==> config.mk <==
export PLATFORM = sky130hd
export DESIGN_NAME = branch_predictor
export DESIGN_NICKNAME = d
export VERILOG_FILES = /design/src/rtl/branch_predictor.sv
export SDC_FILE = /design/constraint.sdc
export NUM_CORES = 2
export LEC_CHECK = 0
export BUFFER_PORTS_ARGS = -buffer_cell sky130_fd_sc_hd__buf_2
export CORE_MARGIN = 2
export CORE_UTILIZATION = 24
export DETAILED_ROUTE_END_ITERATION = 16
export GPL_TIMING_DRIVEN = 0
export PLACE_DENSITY_LB_ADDON = 0.2
export SYNTH_ARGS = -nofsm -noshare
export SYNTH_HDL_FRONTEND = slang
export SYNTH_SLANG_ARGS = --single-unit
==> constraint.sdc <==
create_clock -name clk -period 20.8 [get_ports clk]
set_input_delay 1.04 -clock clk [delete_from_list [all_inputs] [get_ports clk]]
set_output_delay 1.04 -clock clk [all_outputs]
set_load 0.01 [all_outputs]
==> src/rtl/branch_predictor.sv <==
// Direct-mapped BTB with 2-bit saturating counters for IF-stage prediction,
// plus EX-stage branch resolution, redirect and a fixed-length flush on mispredict.
module branch_predictor #(
    parameter int XLEN      = 32,
    parameter int ENTRIES   = 64,
    parameter int TAG_W     = 8,
    parameter int FLUSH_CYC = 2
) (
    input  logic            clk,
    input  logic            reset,
    input  logic [XLEN-1:0] if_pc,
    output logic            pred_taken,
    output logic [XLEN-1:0] pred_target,
    input  logic            ex_valid,
    input  logic [XLEN-1:0] ex_pc,
    input  logic [1:0]      ex_kind,
    input  logic [XLEN-1:0] ex_cond,
    input  logic [XLEN-1:0] ex_target,
    input  logic            ex_pred_taken,
    input  logic [XLEN-1:0] ex_pred_target,
    output logic            mispredict,
    output logic [XLEN-1:0] redirect_pc,
    output logic [1:0]      pc_src,
    output logic            flush,
    output logic [31:0]     br_count,
    output logic [31:0]     mp_count,
    output logic            dbg_state
);

    localparam int IDX   = $clog2(ENTRIES);
    localparam int CNT_W = (FLUSH_CYC > 1) ? $clog2(FLUSH_CYC) : 1;
    localparam logic [CNT_W-1:0] CNT_LOAD = CNT_W'(FLUSH_CYC - 1);

    localparam logic [1:0] K_JR = 2'b00;
    localparam logic [1:0] K_J  = 2'b01;
    localparam logic [1:0] K_BR = 2'b10;
    localparam logic [1:0] K_NB = 2'b11;

    typedef enum logic {
        ST_IDLE  = 1'b0,
        ST_FLUSH = 1'b1
    } state_t;

    state_t              state_q, state_d;
    logic [CNT_W-1:0]    cnt_q, cnt_d;
    logic [31:0]         br_count_q, mp_count_q;

    logic [ENTRIES-1:0]  valid_q;
    logic [1:0]          ctr_q    [ENTRIES];
    logic [TAG_W-1:0]    tag_q    [ENTRIES];
    logic [1:0]          kind_q   [ENTRIES];
    logic [XLEN-1:0]     target_q [ENTRIES];

    logic [IDX-1:0]      if_idx, ex_idx;
    logic [TAG_W-1:0]    if_tag, ex_tag;
    logic                if_hit, ex_hit;
    logic                live, ex_taken;
    logic [XLEN-1:0]     ex_seq_pc;
    logic [1:0]          ctr_cur, ctr_d;
    logic                do_alloc, do_upd, do_inval;

    // Fetch-side lookup
    assign if_idx      = if_pc[IDX+1:2];
    assign if_tag      = if_pc[IDX+TAG_W+1:IDX+2];
    assign if_hit      = valid_q[if_idx] && (tag_q[if_idx] == if_tag);
    assign pred_taken  = if_hit && ((kind_q[if_idx] != K_BR) || ctr_q[if_idx][1]);
    assign pred_target = pred_taken ? target_q[if_idx] : (if_pc + XLEN'(4));

    // Execute-side resolution; reset gating keeps outputs quiet while reset is held
    assign ex_idx    = ex_pc[IDX+1:2];
    assign ex_tag    = ex_pc[IDX+TAG_W+1:IDX+2];
    assign ex_hit    = valid_q[ex_idx] && (tag_q[ex_idx] == ex_tag);
    assign live      = ex_valid && (state_q == ST_IDLE) && !reset;
    assign ex_seq_pc = ex_pc + XLEN'(4);

    always_comb begin
        ex_taken = 1'b0;
        case (ex_kind)
            K_JR, K_J: ex_taken = 1'b1;
            K_BR:      ex_taken = (ex_cond != '0);
            default:   ex_taken = 1'b0;
        endcase
    end

    assign mispredict  = live && ((ex_taken != ex_pred_taken) ||
                                  (ex_taken && (ex_target != ex_pred_target)));
    assign redirect_pc = ex_taken ? ex_target : ex_seq_pc;
    assign pc_src      = (mispredict && ex_taken) ? ex_kind : K_NB;

    always_comb begin
        ctr_cur = ctr_q[ex_idx];
        ctr_d   = ctr_cur;
        if (ex_taken) begin
            if (ctr_cur != 2'b11) ctr_d = ctr_cur + 2'b01;
        end else begin
            if (ctr_cur != 2'b00) ctr_d = ctr_cur - 2'b01;
        end
    end

    assign do_alloc = live && (ex_kind != K_NB) && !ex_hit && ex_taken;
    assign do_upd   = live && (ex_kind != K_NB) && ex_hit;
    assign do_inval = live && (ex_kind == K_NB) && ex_hit;

    always_ff @(posedge clk or posedge reset) begin
        if (reset) begin
            valid_q <= '0;
            for (int i = 0; i < ENTRIES; i++) ctr_q[i] <= 2'b01;
        end else if (do_alloc) begin
            valid_q[ex_idx] <= 1'b1;
            ctr_q[ex_idx]   <= 2'b10;
        end else if (do_upd) begin
            ctr_q[ex_idx]   <= ctr_d;
        end else if (do_inval) begin
            valid_q[ex_idx] <= 1'b0;
        end
    end

    // Payload fields are qualified by valid_q, so they need no reset
    always_ff @(posedge clk) begin
        if (do_alloc) begin
            tag_q[ex_idx]    <= ex_tag;
            kind_q[ex_idx]   <= ex_kind;
            target_q[ex_idx] <= ex_target;
        end else if (do_upd && ex_taken) begin
            target_q[ex_idx] <= ex_target;
        end
    end

    always_comb begin
        state_d = state_q;
        cnt_d   = cnt_q;
        case (state_q)
            ST_IDLE: begin
                if (mispredict) begin
                    state_d = ST_FLUSH;
                    cnt_d   = CNT_LOAD;
                end
            end
            ST_FLUSH: begin
                if (cnt_q == '0) state_d = ST_IDLE;
                else             cnt_d   = cnt_q - CNT_W'(1);
            end
            default: state_d = ST_IDLE;
        endcase
    end

    always_ff @(posedge clk or posedge reset) begin
        if (reset) begin
            state_q    <= ST_IDLE;
            cnt_q      <= '0;
            br_count_q <= '0;
            mp_count_q <= '0;
        end else begin
            state_q <= state_d;
            cnt_q   <= cnt_d;
            if (live && (ex_kind != K_NB)) br_count_q <= br_count_q + 32'd1;
            if (mispredict)                mp_count_q <= mp_count_q + 32'd1;
        end
    end

    assign flush     = (state_q == ST_FLUSH);
    assign br_count  = br_count_q;
    assign mp_count  = mp_count_q;
    assign dbg_state = state_q;

endmodule

# Word-level counts from Yosys, hierarchy flattened
# Memories as Yosys holds them, arrays and structs flattened.
# Index checks and enable logic that the tools add are counted.
# Widths: inputs -> output; s select.
op_classes:
  n_addsub: 7
  n_reduce_logical: 28
  magnitude_cmp: 6
  eq_ne: 12
  bitwise: 10
  muxes: 39
ops:
  columns: ["op", "count"]
  rows:
  - ["$mux 128", 2]
  - ["$mux 64", 3]
  - ["$and 64x64->64", 2]
  - ["$bwmux 128", 1]
  - ["$not 64->64", 2]
  - ["$or 64x64->64", 2]
  - ["$mux 32", 3]
  - ["$add 32x1->32 const B", 2]
  - ["$add 32x3->32 const B", 2]
  - ["$ne 32x32->1", 1]
  - ["$reduce_bool 32->1", 1]
  - ["$bmux 2 s6", 2]
  - ["$mux 2", 9]
  - ["$logic_and 1x1->1", 17]
  - ["$eq 8x8->1", 2]
  - ["$ge 7x7->1 const B", 2]
  - ["$lt 6x7->1 const B", 2]
  - ["$not 6->7", 2]
  - ["$bmux 1 s6", 2]
  - ["$demux 2 s6", 1]
  - ["$mux 1", 12]
  - ["$ne 2x2->1 const B", 5]
  - ["$lt 7x1->1 const B", 1]
  - ["$demux 1 s6", 1]
  - ["16 further kinds", 23]
totals:
  mem_count: 3
  ramBits: 2688
  input_bits: 166
  reg_bits: 258
  output_inout_bits: 134
mem_list:
  columns: ["memory", "depth", "word_bits", "rd", "rd_ports_with_merged_regs", "wr", "line", "source"]
  rows:
  - ["target_q", 64, 32, 1, 0, 1, "52", "logic [XLEN-1:0] target_q [ENTRIES];"]
  - ["tag_q", 64, 8, 2, 0, 1, "50", "logic [TAG_W-1:0] tag_q [ENTRIES];"]
  - ["kind_q", 64, 2, 1, 0, 1, "51", "logic [1:0] kind_q [ENTRIES];"]

# Logic depth before layout (Yosys ltp)
depth:
  ltp_word: 10
  mapped_depth: 17
  mapped_depth_nobuf: 9

# Worst setup path before layout
# Ideal clock, no wire load.
synth_path:
  kind: "in2reg"
  startpoint: "input ex_pc[4]"
  endpoint: "memory kind_q[44][0] (enable)"
  setup_time_ps: 341
  n_path_buf: 7
  path_stages: 11
  slack_ps: 14837
  arrival_time_ps: 5622
  cell_sequence: "buf_6 -> buf_2 -> buf_2 -> buf_2 -> buf_2 -> buf_2 -> nand2_1 -> clkbuf_1 -> nor3_1 -> o21ai_0 -> inv_1"
synth_via:
  elab_chain_cells: 8
synth_lines:
  columns: ["element", "line", "source"]
  rows:
  - ["start, declared", "15", "input logic [XLEN-1:0] ex_pc,"]
  - ["$mem_v2 64x8 or $bmux 1 s6 (tied branches)", null, null]
  - ["$eq 8x8->1 or $mux 1 (tied branches)", "72", "assign ex_hit = valid_q[ex_idx] && (tag_q[ex_idx] == ex_tag);"]
  - ["$logic_and 1x1->1", "72", null]
  - ["$logic_not 1->1", "100", "assign do_alloc = live && (ex_kind != K_NB) && !ex_hit && ex_taken;"]
  - ["$logic_and 1x1->1 (2 in a row)", "100", null]
  - ["$mux 1", "120", "if (do_alloc) begin"]
  - ["$mux 1 (not written as such)", "122", "kind_q[ex_idx] <= ex_kind;"]
  - ["end, declared", "51", null]
# Several ways; a longest one is shown, not always the timed one. The select of a mux whose other input is x is not followed.

# Worst setup path in the final report
layout_path:
  startpoint: "input ex_pc[2]"
  endpoint: "output redirect_pc[29]"
layout_via:
  elab_chain_cells: 2
layout_lines:
  columns: ["element", "line", "source"]
  rows:
  - ["$add 32x3->32", "74", "assign ex_seq_pc = ex_pc + XLEN'(4);"]
  - ["$mux 32", "87", "assign redirect_pc = ex_taken ? ex_target : ex_seq_pc;"]
  - ["end, declared", "22", "output logic [XLEN-1:0] redirect_pc,"]
# Every way passes these cells.

==> impl_metrics.ini <==
[grt]
grt_antenna_before_repair = 54
global_route_wire_length_before_repair_mm = 667.8
grt_overflow_total = 0
global_route.peak_usage_layer = met2
grt_start_max_net_pins = 111
tot_gr_track_use_pct = 18.92
met3_usage_pct = 4.307
via_count_of_the_first_global_routing_pass = 72300
grt.met2_usage_pct = 30.12
grtUsageMet1_pct = 24.68

[clock_tree]
worst_setup_hold_path_clk_slew_ps = 70
cts_setup_buffers = 0
cts.path.max_buffers = 4
clock_tree.root_cell = sky130_fd_sc_hd__clkbuf_16
ctsResizeCount = 0
cts_buffers = 339
cts.sinks = 2946
clock_insertion_delay_worst_skew_ps = 980
number_of_h_tree_levels = 5
tritoncts = done
cts_hold_buffers = 0

[sta]
period_needed_ps = 10340
fmax_ghz = 0.09674
totalNegativeSetupSlack_ps = 0
hold_viol_final = 0
finalMaxSlewViolations = 55
worstMarginPinSlew_ps = 1597
worst_slew_margin_rel_pct = -6.443
period_share_pct = 49.70
final_setup_viols = 0
clock_skew_after_layout_ps = 53.42
rsz0062_at_grt = false

[detailed_routing]
route.vias.total = 72490
final_ant_viol_nets = 0
totalWireLength_mm = 506.7
initial_drt_pass_iterations = 8
initialDrtViolationCount = 9836
wire_per_inst_um = 35.61
number_of_design_rule_violations_left_after_detail_routing = 0
avgViaCountPerCell = 5.094

[finish]
finalNetCount = 7339
drive_gt1_share_pct = 31.01
syn2layout_area_growth_pct = 19.58
stdcell_count = 14230

[place]
routabilityCongestion = 0.9849
place.detailed.hpwl_mm = 355.6
numPlacedInstances = 13580
buffer_ports.inserted = 294

[power_and_ir_drop]
p_sw_share_pct = 24.34
p_clk_share_pct = 44.3
cellPowerDensity_nw_per_um2 = 92.38
p_leak_nw = 47.66
power.combinational.fraction_pct = 7.6
sequentialPowerShare_pct = 48.1
ir_worst_vdd_uv = 64.27
p_sw_mw = 3.317
power.internal_mw = 10.31

[synth]
synth.area.top_cells = sky130_fd_sc_hd__edfxtp_1 65%, sky130_fd_sc_hd__mux4_2 16%, sky130_fd_sc_hd__dfrtp_1 3.9%, sky130_fd_sc_hd__dfstp_2 1.4%, sky130_fd_sc_hd__mux2i_1 0.89%
synth-async-reset-ratio_pct = 8.758
synth_top_cells_by_count = 2688 x sky130_fd_sc_hd__edfxtp_1, 883 x sky130_fd_sc_hd__mux4_2, 265 x sky130_fd_sc_hd__nor2_1
synth_compound_area_share_pct = 4.473
mappedNetlistNets = 6541
synth-seq-cells = 2946
synth_top_family_by_area = multiplexers
synth_largest_area_cell = sky130_fd_sc_hd__edfxtp_1
synth.distinct_cells = 81
commonest_register_cell_after_synthesis = sky130_fd_sc_hd__edfxtp_1
yosysWarnings = 0
synth_xor_xnor_area_share_pct = 1.186
synthAdderAreaFrac_pct = 0.05679
synthSimpleGateAreaFrac_pct = 3.424
synth_sequential_area_ratio_pct = 70.72
syn-cell-area_um2 = 123400
synth.area.mux_share_pct = 17.81
syn_area_per_cell_um2 = 19.36
synth-edff-count = 2688
synth_largest_type_area_fraction_pct = 65.43
synthesis.instances = 6371
most_common_cell_in_the_netlist = sky130_fd_sc_hd__edfxtp_1

[floorplanning]
placementRows = 263
start_util_pct = 24.08
io_pins = 300
floorplan.die.width_um = 721.0
core_area_um2 = 512400
die_height_um = 721.0
die_area_um2 = 519800

[run_status]
run_status = finished, violations left
violations = capacitance limit, slew limit

[setup_path]
worst_path_required_ps = 19760
timing.critical_path.slowest_cell_delay_ps = 1110
critical-path-top-delay-family = buffers and inverters
most_common_cell_type_on_the_critical_path = sky130_fd_sc_hd__buf_2
worstPathArrival_ps = 9300
timing.critical_path.buf_inv = 7
critical_path.cell_chain = buf_2 > buf_4 > buf_2 > buf_2 > buf_1 > clkbuf_1 > nand3_1 > nor2_1 > nand3_1 > nor2_1 > nand2_1 > nor2_1 > nand3_1 > xor2_1 > a21oi_1 > buf_2
endpoint_kind = primary output
setup.worst_path.start_class = input pin
cp_max_fo = 10
cp_slowest_cell = sky130_fd_sc_hd__buf_1
timing.setup.critical_path_class = input pin to primary output

[flow_run]
max_cap_viol_count = 5

[hold_path]
hold_path_class = input pin to async pin
==> flip-flops by register name, indices dropped and copies added, names as in the netlist, named ones only <==
register and count:
mp_count 32, dbg_state 1, kind_q 128, ctr_q 128, tag_q 512, target_q 2048, cnt_q 1, br_count 32
==> worst register-to-register path: stages (launching register included) <==
cell and delay [ps]:
sky130_fd_sc_hd__dfrtp_1 440, sky130_fd_sc_hd__nor3b_1 970, sky130_fd_sc_hd__and2_1 240, sky130_fd_sc_hd__clkbuf_1 930, sky130_fd_sc_hd__nand2_1 440, sky130_fd_sc_hd__clkbuf_1 500, sky130_fd_sc_hd__buf_1 650, sky130_fd_sc_hd__nor2_4 910
sky130_fd_sc_hd__o21ai_0 430, sky130_fd_sc_hd__inv_1 1010
==> final cells by class <==
| class | instances | area [um^2] |
|---|---|---|
| clock buffer | 417 | 9026 |
| antenna | 28 | 70.07 |
| timing repair buffer | 457 | 4066 |
| inverter | 219 | 829.5 |
| multi-input combinational | 2787 | 33750 |
| sequential | 2946 | 87250 |
| clock inverter | 200 | 2007 |
| fill | 50410 | 364800 |
| buffer | 419 | 2077 |
| tap | 6757 | 8454 |
==> power by group through the flow <==
stage               clock, mW  sequential [mW]  combinational [mW]
detailed placement          0             6.67                1.03
global route             6.37             6.55                1.07
CTS                      6.15             6.55                1.04
global placement            0             6.67                1.01
floorplan                   0             6.66               0.476
finish                   6.04             6.55                1.04
==> kinds of logic after synthesis <==
logic type	after synthesis
multiplexers	1081
buffers and inverters	638
XOR/XNOR	167
AND/OR/NAND/NOR	843
adder cells (fa/ha/maj)	6
AO/OA/AOI/OAI	690
flip-flops	2946
==> final timing paths <==
check,endpoint,start,slack (ps),cells past startpoint
setup reg to reg,tag_q[17][2],dbg_state,13880,9
hold / removal,mp_count[0],reset,110,2
max in group asynchronous,br_count[15],reset,19020,4
hold reg to reg,br_count[31],br_count[31],470,1
setup / recovery,redirect_pc[29],ex_pc[2],10460,16
min in group clk,target_q[40][22],ex_target[22],310,1
==> routing by layer <==
layer / routed length [um] / share of wire, % / up-vias
met2: 234400 / 46 / 3758
met3: 40810 / 8.1 / 953
met5: 247 / 0.049 / -
met4: 25710 / 5.1 / 20
li1: - / - / 28140
met1: 205600 / 41 / 39620
==> cell usage in the layout, fill, tap and decap left out, drive strengths merged, types with 110 or more instances in the layout <==
cell,netlist,routed
dfrtp,194,194
clkinv,2,151
mux4,883,883
inv,217,230
buf,230,686
edfxtp,2688,2688
nor2,265,265
mux2i,110,110
clkbuf,189,606
nand2,170,170
==> per-stage QoR <==
stage | area (um^2) | hold WS (ps) | setup slack [ps] | utilization (%) | power (mW)
floorplan | 123400 | 454.1 | 12770 | - | 7.131
global placement | 133300 | 459.6 | 5391 | 26.02 | 7.681
detailed placement | 136300 | 466.4 | 10770 | 26.61 | 7.708
CTS | 147400 | 52.03 | 10770 | 28.76 | 13.74
global route | 147500 | 118.5 | 10600 | 28.78 | 13.99
finish | 147500 | 113.0 | 10460 | 28.79 | 13.63
Note: power is estimated with default switching activity, not from simulation.
